===== src/rtl/pipe_stage_reg.sv =====
// Two-entry skid pipeline register between stages (head + skid, strict FIFO order).
// Latency: one cycle. Backpressure: in_ready is registered and drops only when both entries are held.
module pipe_stage_reg #(
    parameter int DATA_W = 32,
    parameter int N_DATA = 2,
    parameter int CTRL_W = 2,
    parameter int ADDR_W = 5,
    parameter int CNT_W  = 16
) (
    input  logic                     clk,
    input  logic                     rst,
    input  logic                     flush,
    input  logic                     in_valid,
    output logic                     in_ready,
    input  logic [CTRL_W-1:0]        in_ctrl,
    input  logic [N_DATA*DATA_W-1:0] in_data,
    input  logic [ADDR_W-1:0]        in_wraddr,
    output logic                     out_valid,
    input  logic                     out_ready,
    output logic [CTRL_W-1:0]        out_ctrl,
    output logic [N_DATA*DATA_W-1:0] out_data,
    output logic [ADDR_W-1:0]        out_wraddr,
    output logic [1:0]               occupancy,
    output logic [CNT_W-1:0]         bubble_cnt
);

    localparam int DW = N_DATA * DATA_W;

    typedef enum logic [1:0] {
        EMPTY = 2'd0,
        ONE   = 2'd1,
        FULL  = 2'd2
    } state_t;

    state_t             state_q;
    logic               in_ready_q;
    logic [CTRL_W-1:0]  head_ctrl_q, skid_ctrl_q;
    logic [DW-1:0]      head_data_q, skid_data_q;
    logic [ADDR_W-1:0]  head_addr_q, skid_addr_q;
    logic [CNT_W-1:0]   bubble_q, bubble_d;

    logic accept, drain;

    assign accept = in_valid && in_ready_q;
    assign drain  = out_valid && out_ready;

    // Idle cycles seen by the consumer; flush cycles are excluded.
    always_comb begin
        bubble_d = bubble_q;
        if (!flush && out_ready && (state_q == EMPTY) && (bubble_q != {CNT_W{1'b1}}))
            bubble_d = bubble_q + CNT_W'(1);
    end

    always_ff @(posedge clk) begin
        if (rst) begin
            state_q     <= EMPTY;
            in_ready_q  <= 1'b1;
            head_ctrl_q <= '0;
            head_data_q <= '0;
            head_addr_q <= '0;
            skid_ctrl_q <= '0;
            skid_data_q <= '0;
            skid_addr_q <= '0;
            bubble_q    <= '0;
        end else begin
            bubble_q <= bubble_d;
            if (flush) begin
                // Head data/address are left as-is so the outputs hold their last value.
                state_q    <= EMPTY;
                in_ready_q <= 1'b1;
            end else begin
                case (state_q)
                    EMPTY: begin
                        if (accept) begin
                            head_ctrl_q <= in_ctrl;
                            head_data_q <= in_data;
                            head_addr_q <= in_wraddr;
                            state_q     <= ONE;
                        end
                    end
                    ONE: begin
                        if (accept && drain) begin
                            head_ctrl_q <= in_ctrl;
                            head_data_q <= in_data;
                            head_addr_q <= in_wraddr;
                        end else if (accept) begin
                            skid_ctrl_q <= in_ctrl;
                            skid_data_q <= in_data;
                            skid_addr_q <= in_wraddr;
                            state_q     <= FULL;
                            in_ready_q  <= 1'b0;
                        end else if (drain) begin
                            state_q <= EMPTY;
                        end
                    end
                    FULL: begin
                        if (drain) begin
                            head_ctrl_q <= skid_ctrl_q;
                            head_data_q <= skid_data_q;
                            head_addr_q <= skid_addr_q;
                            state_q     <= ONE;
                            in_ready_q  <= 1'b1;
                        end
                    end
                    default: begin
                        state_q    <= EMPTY;
                        in_ready_q <= 1'b1;
                    end
                endcase
            end
        end
    end

    assign in_ready   = in_ready_q;
    assign out_valid  = (state_q != EMPTY);
    assign out_ctrl   = out_valid ? head_ctrl_q : '0;
    assign out_data   = head_data_q;
    assign out_wraddr = head_addr_q;
    assign occupancy  = (state_q == FULL) ? 2'd2 : ((state_q == ONE) ? 2'd1 : 2'd0);
    assign bubble_cnt = bubble_q;

endmodule


===== config.mk =====
export PLATFORM = sky130hd
export DESIGN_NAME = pipe_stage_reg
export DESIGN_NICKNAME = d
export VERILOG_FILES = /design/src/rtl/pipe_stage_reg.sv
export SDC_FILE = /design/constraint.sdc
export NUM_CORES = 1
export LEC_CHECK = 0
export ABC_AREA = 1
export BUFFER_PORTS_ARGS = -buffer_cell sky130_fd_sc_hd__buf_4
export CAP_MARGIN = 5
export CORE_MARGIN = 2
export CORE_UTILIZATION = 55
export CTS_BUF_LIST = sky130_fd_sc_hd__clkbuf_8
export CTS_CLUSTER_DIAMETER = 50
export DETAILED_ROUTE_END_ITERATION = 8
export PLACE_DENSITY = 0.82
export SLEW_MARGIN = 20
export SYNTH_ARGS = -nofsm -noshare
export SYNTH_HDL_FRONTEND = slang
export SYNTH_SLANG_ARGS = --single-unit

===== constraint.sdc =====
create_clock -name clk -period 1.7 [get_ports clk]
set_clock_uncertainty 0.05 [all_clocks]
set_input_delay 0.255 -clock clk [delete_from_list [all_inputs] [get_ports clk]]
set_output_delay 0.255 -clock clk [all_outputs]
set_load 0.01 [all_outputs]

==> impl_summary.log, run 1 <==
[metrics] Total Routed Length: 15.73 mm
[metrics] insertion delay to the later sink of the worst-skew pair: 0.45 ns
[metrics] Min Clock Period, post-route: 1.635 ns
[metrics] dominant cell type by area after synthesis: sky130_fd_sc_hd__dfxtp_1
[metrics] mean cell area of the mapped netlist: 7.185 um2
[metrics] number of clock buffers inserted by TritonCTS: 17
[metrics] fraction of the mapped netlist area in adder cells: 0.1831%
[metrics] CP max FO: 14
[metrics] antenna cells: 0
[metrics] period utilization: 96.19%
[metrics] critical path data required time: 2.00 ns
[metrics] Critical Path AT: 1.93 ns
[metrics] kind of critical path: reg2reg
[metrics] met3 layer wire length in the routed design: 1.093 mm
[metrics] number of instances in the synthesized netlist: 951
[metrics] CTS tree: done
[metrics] Layout Area Growth over Synthesis: 26.74%
[metrics] share of cells above drive strength 1: 21.15%
[metrics] fin cells: 1279
[metrics] Die Ht: 115.5 um
[metrics] highest metal layer with signal wires: met4
[metrics] total overflow reported by the global router: 0
[metrics] setup TNS after final layout: 0 ns
[metrics] final number of setup-violating endpoints: 0
[metrics] Yosys Warn Count: 0
[metrics] mapped cell area: 6833 um2
[metrics] # H-tree levels: 4
[metrics] peak supply drop: 719.6 uV
[metrics] clock root buffer master: sky130_fd_sc_hd__clkbuf_8
[metrics] standard-cell row count: 40
[metrics] Clock Sink Count: 161
[metrics] Vias: 6337
[metrics] leading post-synthesis cells by cell area: sky130_fd_sc_hd__dfxtp_1, sky130_fd_sc_hd__o21ai_1, sky130_fd_sc_hd__nor2_1
[metrics] number of nets still failing antenna checks after routing: 0
[metrics] Vias/cell: 4.955
[metrics] Final Util: 71.79%
[metrics] Synth Area in Simple Gates: 18.55%
[metrics] number of DRC violations after detailed-routing iteration 0: 559
[metrics] routed wire length on met2: 7.269 mm
[metrics] Syn Nets: 1028
[metrics] residual DRC count: 0
[metrics] fraction of the mapped netlist area in compound gates: 22.51%
[metrics] Worst Tran Pin Value: 0.3675 ns
[metrics] first-pass GRT wire length: 25.45 mm
[metrics] Synth top area share: 47.17%
[metrics] multiplexer share of the synthesized area: 0%
[metrics] Place WS: 0.05918 ns
[metrics] Hold Violations, Final: 0
[metrics] number of detailed-routing iterations run before antenna repair: 5
[metrics] Die Span X: 115.5 um
[metrics] register bit total from synthesis: 161
[metrics] EDFF count, synth: 0
[metrics] maxcap violations: 0
[metrics] most numerous cell in the Yosys netlist: sky130_fd_sc_hd__nor2_1
[metrics] category of the worst setup path capture point: flip-flop
[metrics] dominant combinational cell family by area after synthesis: compound AO/OA/AOI/OAI gates
[metrics] Power Total: 0.007529 W
[metrics] Synth top cells by count: sky130_fd_sc_hd__nor2_1, sky130_fd_sc_hd__dfxtp_1, sky130_fd_sc_hd__o21ai_1, sky130_fd_sc_hd__nand2_1, sky130_fd_sc_hd__inv_1
[metrics] floorplan core area: 12060 um2
[metrics] final net count: 1176
[metrics] launching element type of the critical path: flip-flop
[metrics] initial core utilization: 56.65%
[metrics] vias in the first global route: 5376
[metrics] met1 wire length: 7.106 mm
[metrics] wire per inst: 12.30 um
[metrics] port buffer count: 166
[metrics] Worst Hold Launch: in_data[52]
[metrics] origin of the worst setup path: bubble_cnt[1]
[metrics] cell leakage power: 3.701 nW
[metrics] Synth Area in XOR/XNOR: 0.7691%
[metrics] pin count of the biggest net entering global routing: 73
[metrics] class of the tightest hold or removal check: in2reg
[metrics] post-CTS clock slew at the launch and capture registers of the worst setup and hold paths: 0.08 ns
[metrics] die area: 13330 um2
[metrics] Slew Limit Headroom: 75.50%
[metrics] result of the run: finished clean
[metrics] overall track demand over capacity in global routing: 23.95%
[metrics] max-slew violation total from the final report: 0
[metrics] start of the worst register-to-register path: bubble_cnt[1]
[metrics] share of the yosys chip area belonging to registers: 47.17%
[metrics] total half-perimeter wirelength after legalization and detailed placement: 10.54 mm
[metrics] Netlist cell types: 26
[metrics] top-level port count: 167
[metrics] fraction of synthesis flops using an asynchronous set or reset pin: 0%
[metrics] initial antenna violation count: 0
[metrics] final estimated routing congestion in global placement: 0.8606
[metrics] total power density per cell area: 869.4 nW/um2
[metrics] buffer levels on the longest clock path: 2
[metrics] final setup margin: 0.06471 ns
[metrics] most used flip-flop cell after synthesis: sky130_fd_sc_hd__dfxtp_1
[metrics] highest attainable clock frequency: 0.6115 GHz
[metrics] number of placed cells counting well taps: 1246
## report_power, final
part / switching [W] / leakage (nW) / internal [W] / total [W]
combinational: 0.000517 / 2.18 / 0.000484 / 0.00100
sequential: 0.0000808 / 1.31 / 0.00392 / 0.00400
clock: 0.00130 / 0.206 / 0.00123 / 0.00253
total: 0.00190 / 3.70 / 0.00563 / 0.00753
## worst paths after layout
kind	to	slack (ns)	depth (start not counted)
worst min-delay path	skid_data_q[52]	0.03	3
worst max register to register	bubble_cnt[15]	0.06	9
worst max-delay path	bubble_cnt[15]	0.06	9
worst min register to register	skid_data_q[16]	0.40	2
## layout make-up
cell class,count,area (um2)
Clock buffer,20,275.3
Clock inverter,11,76.32
Fill cell,992,3402
Inverter,95,361.6
Multi-Input combinational cell,632,2894
Sequential cell,161,3232
Tap cell,168,210.2
Timing Repair Buffer,192,1610
## kinds of logic after synthesis
| family | Yosys count |
|---|---|
| compound gates | 306 |
| xor+xnor | 6 |
| fa+ha+maj | 1 |
| buf+inv | 158 |
| flops | 161 |
| simple gates | 319 |
## routing by layer
metal	track usage, %	up-vias
li1	-	3367
met1	31.61	2792
met2	37.54	160
met3	7.008	18
met4	8.594	0
met5	0	-
## per-stage QoR
stage | hold WS, ns | instance area (um2)
floorplan | 0.2741 | 6833
global placement | 0.3865 | 8258
detailed placement | 0.3907 | 8258
CTS | 0.005370 | 8622
global route | 0.007254 | 8660
finish | 0.02941 | 8660
## registers in the layout (all words and copies together) (netlist names)
register and cells:
bubble_cnt 16, skid_data_q 64, out_data 64, skid_addr_q 5, state_q 2, out_wraddr 5, skid_ctrl_q 2, head_ctrl_q 2
in_ready 1
## worst max-delay path: stages, from the launching register on
cell and delay (ns):
sky130_fd_sc_hd__dfxtp_2 0.36, sky130_fd_sc_hd__ha_2 0.20, sky130_fd_sc_hd__nand2_1 0.07, sky130_fd_sc_hd__nor2_1 0.17, sky130_fd_sc_hd__nand2_1 0.13, sky130_fd_sc_hd__nor2_2 0.17
sky130_fd_sc_hd__nor2_4 0.06, sky130_fd_sc_hd__buf_12 0.14, sky130_fd_sc_hd__a21oi_1 0.12, sky130_fd_sc_hd__nor2_1 0.06
## layout by cell type (no fill, tap or decap), types with 2 or more instances in the layout
| cell | instances |
|---|---|
| sky130_fd_sc_hd__o21ai_1 | 152 |
| sky130_fd_sc_hd__buf_4 | 177 |
| sky130_fd_sc_hd__clkbuf_8 | 20 |
| sky130_fd_sc_hd__inv_1 | 95 |
| sky130_fd_sc_hd__dfxtp_4 | 2 |
| sky130_fd_sc_hd__nand3_1 | 9 |
| sky130_fd_sc_hd__inv_2 | 4 |
| sky130_fd_sc_hd__o21ai_0 | 65 |
| sky130_fd_sc_hd__nor2_4 | 3 |
| sky130_fd_sc_hd__nand4_1 | 5 |
| sky130_fd_sc_hd__nand2_1 | 128 |
| sky130_fd_sc_hd__nor2_2 | 3 |
| sky130_fd_sc_hd__a21oi_1 | 86 |
| sky130_fd_sc_hd__buf_12 | 13 |
| sky130_fd_sc_hd__inv_4 | 2 |
| sky130_fd_sc_hd__nor2_1 | 167 |
| sky130_fd_sc_hd__xnor2_1 | 2 |
| sky130_fd_sc_hd__dfxtp_1 | 158 |
| sky130_fd_sc_hd__clkinv_2 | 3 |
| sky130_fd_sc_hd__o211ai_1 | 2 |
| sky130_fd_sc_hd__xor2_1 | 4 |
## timing repair
action                                  in CTS  in global routing
hold buffers                                 1                  0
gates resized for setup                      2                  7
endpoints found under the setup margin       3                 31
endpoints found under the hold margin        1                  0
pin swaps                                    0                  1
setup buffers                                0                  1
No activity file was read; power rests on OpenSTA's default activity.
==> inputs of run 2 (changes only) <==
Settings changed: CORE_MARGIN 2 to default.
==> run 2 against run 1 <==
  * Design area up 1.2%
  * Sequential share of layout area decreased by 0.49 points
  * Clock-buffer cell count unchanged
  * Combinational power barely moved
  * Hold slack about the same
  * Utilization is 0.89 points higher
  * Sequential power is essentially flat
  * Cell count is essentially flat
  * Clock power rose by 38%
  * Setup slack better by 0.018 ns
  * Largest cell class unchanged
  * Largest power group unchanged
  * Highest routed layer unchanged
==> impl_summary.log, run 2 (same netlist as run 1, synthesis figures left out) <==
[metrics] instance count along the most critical hold path: 2 (-1)
[metrics] residual DRC count: 0 (unchanged)
[metrics] cell leakage power: 3.734 nW (+0.90%)
[metrics] overall track demand over capacity in global routing: 24.86% (+0.91 points)
[metrics] highest attainable clock frequency: 0.6185 GHz (+1.1%)
[metrics] Die Span X: 113.5 um (-1.7%)
[metrics] number of nets still failing antenna checks after routing: 0 (unchanged)
[metrics] hold slack final: 0.02893 ns (-0.0004785 ns)
[metrics] leading cell types in the layout, fill and taps excluded: sky130_fd_sc_hd__buf_4, sky130_fd_sc_hd__nor2_1, sky130_fd_sc_hd__dfxtp_1, sky130_fd_sc_hd__o21ai_1, sky130_fd_sc_hd__nand2_1
[metrics] met3 layer wire length in the routed design: 791 um (-28%)
[metrics] Vias: 6400 (+0.99%)
[metrics] maxcap violations: 0 (unchanged)
[metrics] final estimated routing congestion in global placement: 0.8495 (-1.3%)
[metrics] most common cell after layout, fill and taps aside: sky130_fd_sc_hd__buf_4
[metrics] initial antenna violation count: 0 (unchanged)
[metrics] Worst Tran Pin Value: 0.3741 ns (+0.006623 ns)
[metrics] class of the tightest hold or removal check: in2reg
[metrics] Die Ht: 113.5 um (-1.7%)
[metrics] pin count of the biggest net entering global routing: 73 (unchanged)
[metrics] number of clock buffers inserted by TritonCTS: 17 (unchanged)
[metrics] vias in the first global route: 5572 (+3.6%)
[metrics] Clock Sink Count: 161 (unchanged)
[metrics] result of the run: finished clean
[metrics] total overflow reported by the global router: 0 (unchanged)
[metrics] Fillers: 1015 (+2.3%)
[metrics] buffer levels on the longest clock path: 2 (unchanged)
[metrics] kind of critical path: reg2reg
[metrics] total placed instance area: 8217 um2 (-0.50%)
[metrics] critical path data required time: 2.01 ns (about the same)
[metrics] Total Routed Length: 15.81 mm (+0.48%)
[metrics] wire per inst: 12.37 um (+0.56%)
[metrics] Post-CTS Hold Fix Bufs: 0 (-1)
[metrics] port buffer count: 166 (unchanged)
[metrics] initial core utilization: 56.65% (unchanged)
[metrics] met1 wire length: 7.276 mm (+2.4%)
[metrics] CP max FO: 5 (-9)
[metrics] Worst Hold Launch: rst
[metrics] standard-cell row count: 40 (unchanged)
[metrics] Hold Violations, Final: 0 (unchanged)
[metrics] Slew Limit Headroom: 74.80% (-0.71 points)
[metrics] launching element type of the critical path: flip-flop
[metrics] max-slew violation total from the final report: 0 (unchanged)
[metrics] total half-perimeter wirelength after legalization and detailed placement: 10.26 mm (-2.6%)
[metrics] top-level port count: 167 (unchanged)
[metrics] peak supply drop: 667.8 uV (-7.2%)
[metrics] post-layout instance area: 8767 um2 (+1.2%)
[metrics] first-pass GRT wire length: 25.63 mm (+0.73%)
[metrics] clock root buffer master: sky130_fd_sc_hd__clkbuf_8
[metrics] highest metal layer with signal wires: met4
[metrics] fin cells: 1278 (-0.078%)
[metrics] number of detailed-routing iterations run before antenna repair: 5 (unchanged)
[metrics] number of placed cells counting well taps: 1245 (-0.080%)
[metrics] post-CTS clock slew at the launch and capture registers of the worst setup and hold paths: 0.08 ns (about the same)
[metrics] final number of setup-violating endpoints: 0 (unchanged)
[metrics] Vias/cell: 5.008 (+1.1%)
[metrics] reg-to-reg critical path endpoint: bubble_cnt[14]
[metrics] Min Clock Period, post-route: 1.617 ns (-0.01840 ns)
[metrics] final net count: 1174 (-0.17%)
[metrics] total power density per cell area: 968.6 nW/um2 (+11%)
[metrics] Critical Path AT: 1.93 ns (about the same)
[metrics] endpoint with the worst hold slack: bubble_cnt[1]
[metrics] floorplan core area: 12060 um2 (unchanged)
[metrics] category of the worst setup path capture point: flip-flop
[metrics] insertion delay to the later sink of the worst-skew pair: 0.44 ns (about the same)
[metrics] area of the multi-input gates: 2912 um2 (+0.61%)
[metrics] share of cells above drive strength 1: 21.80% (+0.65 points)
[metrics] number of DRC violations after detailed-routing iteration 0: 418 (-25%)
[metrics] Reg2Reg Depth: 8 (-1)
[metrics] # H-tree levels: 4 (unchanged)
[metrics] minimum setup slack among reg-to-reg paths: 0.08 ns (+0.02 ns)
[metrics] die area: 12870 um2 (-3.4%)
[metrics] Layout Area Growth over Synthesis: 28.31%
[metrics] buffers inserted by post-CTS timing repair: 0 (unchanged)
[metrics] start of the worst register-to-register path: bubble_cnt[0]
[metrics] CTS tree: done
[metrics] antenna cells: 0 (unchanged)
[metrics] routed wire length on met2: 7.479 mm (+2.9%)
[metrics] period utilization: 95.11% (-1.1 points)
[metrics] Final Util: 72.69% (+0.89 points)
[metrics] Storage cell area: 3229 um2 (about the same)
run 2: final cells by class:
class	instances	area share [%]
Tap cell	168	2.398
Timing Repair Buffer	189	17.61
Sequential cell	161	36.83
Clock buffer	20	3.140
Multi-Input combinational cell	633	33.21
Inverter	95	4.139
Clock inverter	12	2.669
run 2: where the power goes:
| group | switching [W] | internal [W] | leakage, nW |
|---|---|---|---|
| logic | 0.000519 | 0.000477 | 2.16 |
| clock network | 0.00135 | 0.00215 | 0.264 |
| registers | 0.0000808 | 0.00392 | 1.31 |
| total | 0.00195 | 0.00654 | 3.73 |
run 2: how the worst max path moves through the flow:
stage,to,depth (start not counted),startpoint
global placement,out_data[7],8,in_ready
global route,out_data[0],9,in_ready
detailed placement,bubble_cnt[14],8,bubble_cnt[1]
floorplan,bubble_cnt[11],9,bubble_cnt[0]
finish,bubble_cnt[14],8,bubble_cnt[0]
CTS,bubble_cnt[14],8,bubble_cnt[1]
run 2: layer usage:
metal / global-route usage (%) / up-vias
li1: - / 3363
met1: 32.18 / 2843
met2: 40.53 / 170
met3: 5.260 / 24
met4: 9.912 / 0
met5: 0 / -
run 2: per-stage QoR:
stage / setup TNS [ns] / total power (W) / setup slack [ns]
2_1_floorplan: 0 / 0.004596 / 0.1261
3_3_place_gp: 0 / 0.005058 / 0.1501
3_5_place_dp: 0 / 0.005079 / 0.09008
4_1_cts: 0 / 0.008532 / 0.03762
5_1_grt: -0.01553 / 0.008830 / -0.009626
6_report: 0 / 0.008492 / 0.08311
run 2: critical path, cell delays in order, from the launching register on:
cell and delay [ns]:
sky130_fd_sc_hd__dfxtp_1 0.36, sky130_fd_sc_hd__ha_2 0.22, sky130_fd_sc_hd__nand2_1 0.08, sky130_fd_sc_hd__nor2_2 0.16, sky130_fd_sc_hd__nand2_2 0.11, sky130_fd_sc_hd__o21ai_2 0.18
sky130_fd_sc_hd__buf_4 0.16, sky130_fd_sc_hd__nand2_1 0.05, sky130_fd_sc_hd__a21oi_1 0.17
run 2: what timing repair did:
item	4_1_cts	5_1_grt
setup endpoints to repair	3	25
gates resized for setup	3	9
gates cloned	0	1
pin swaps	0	1
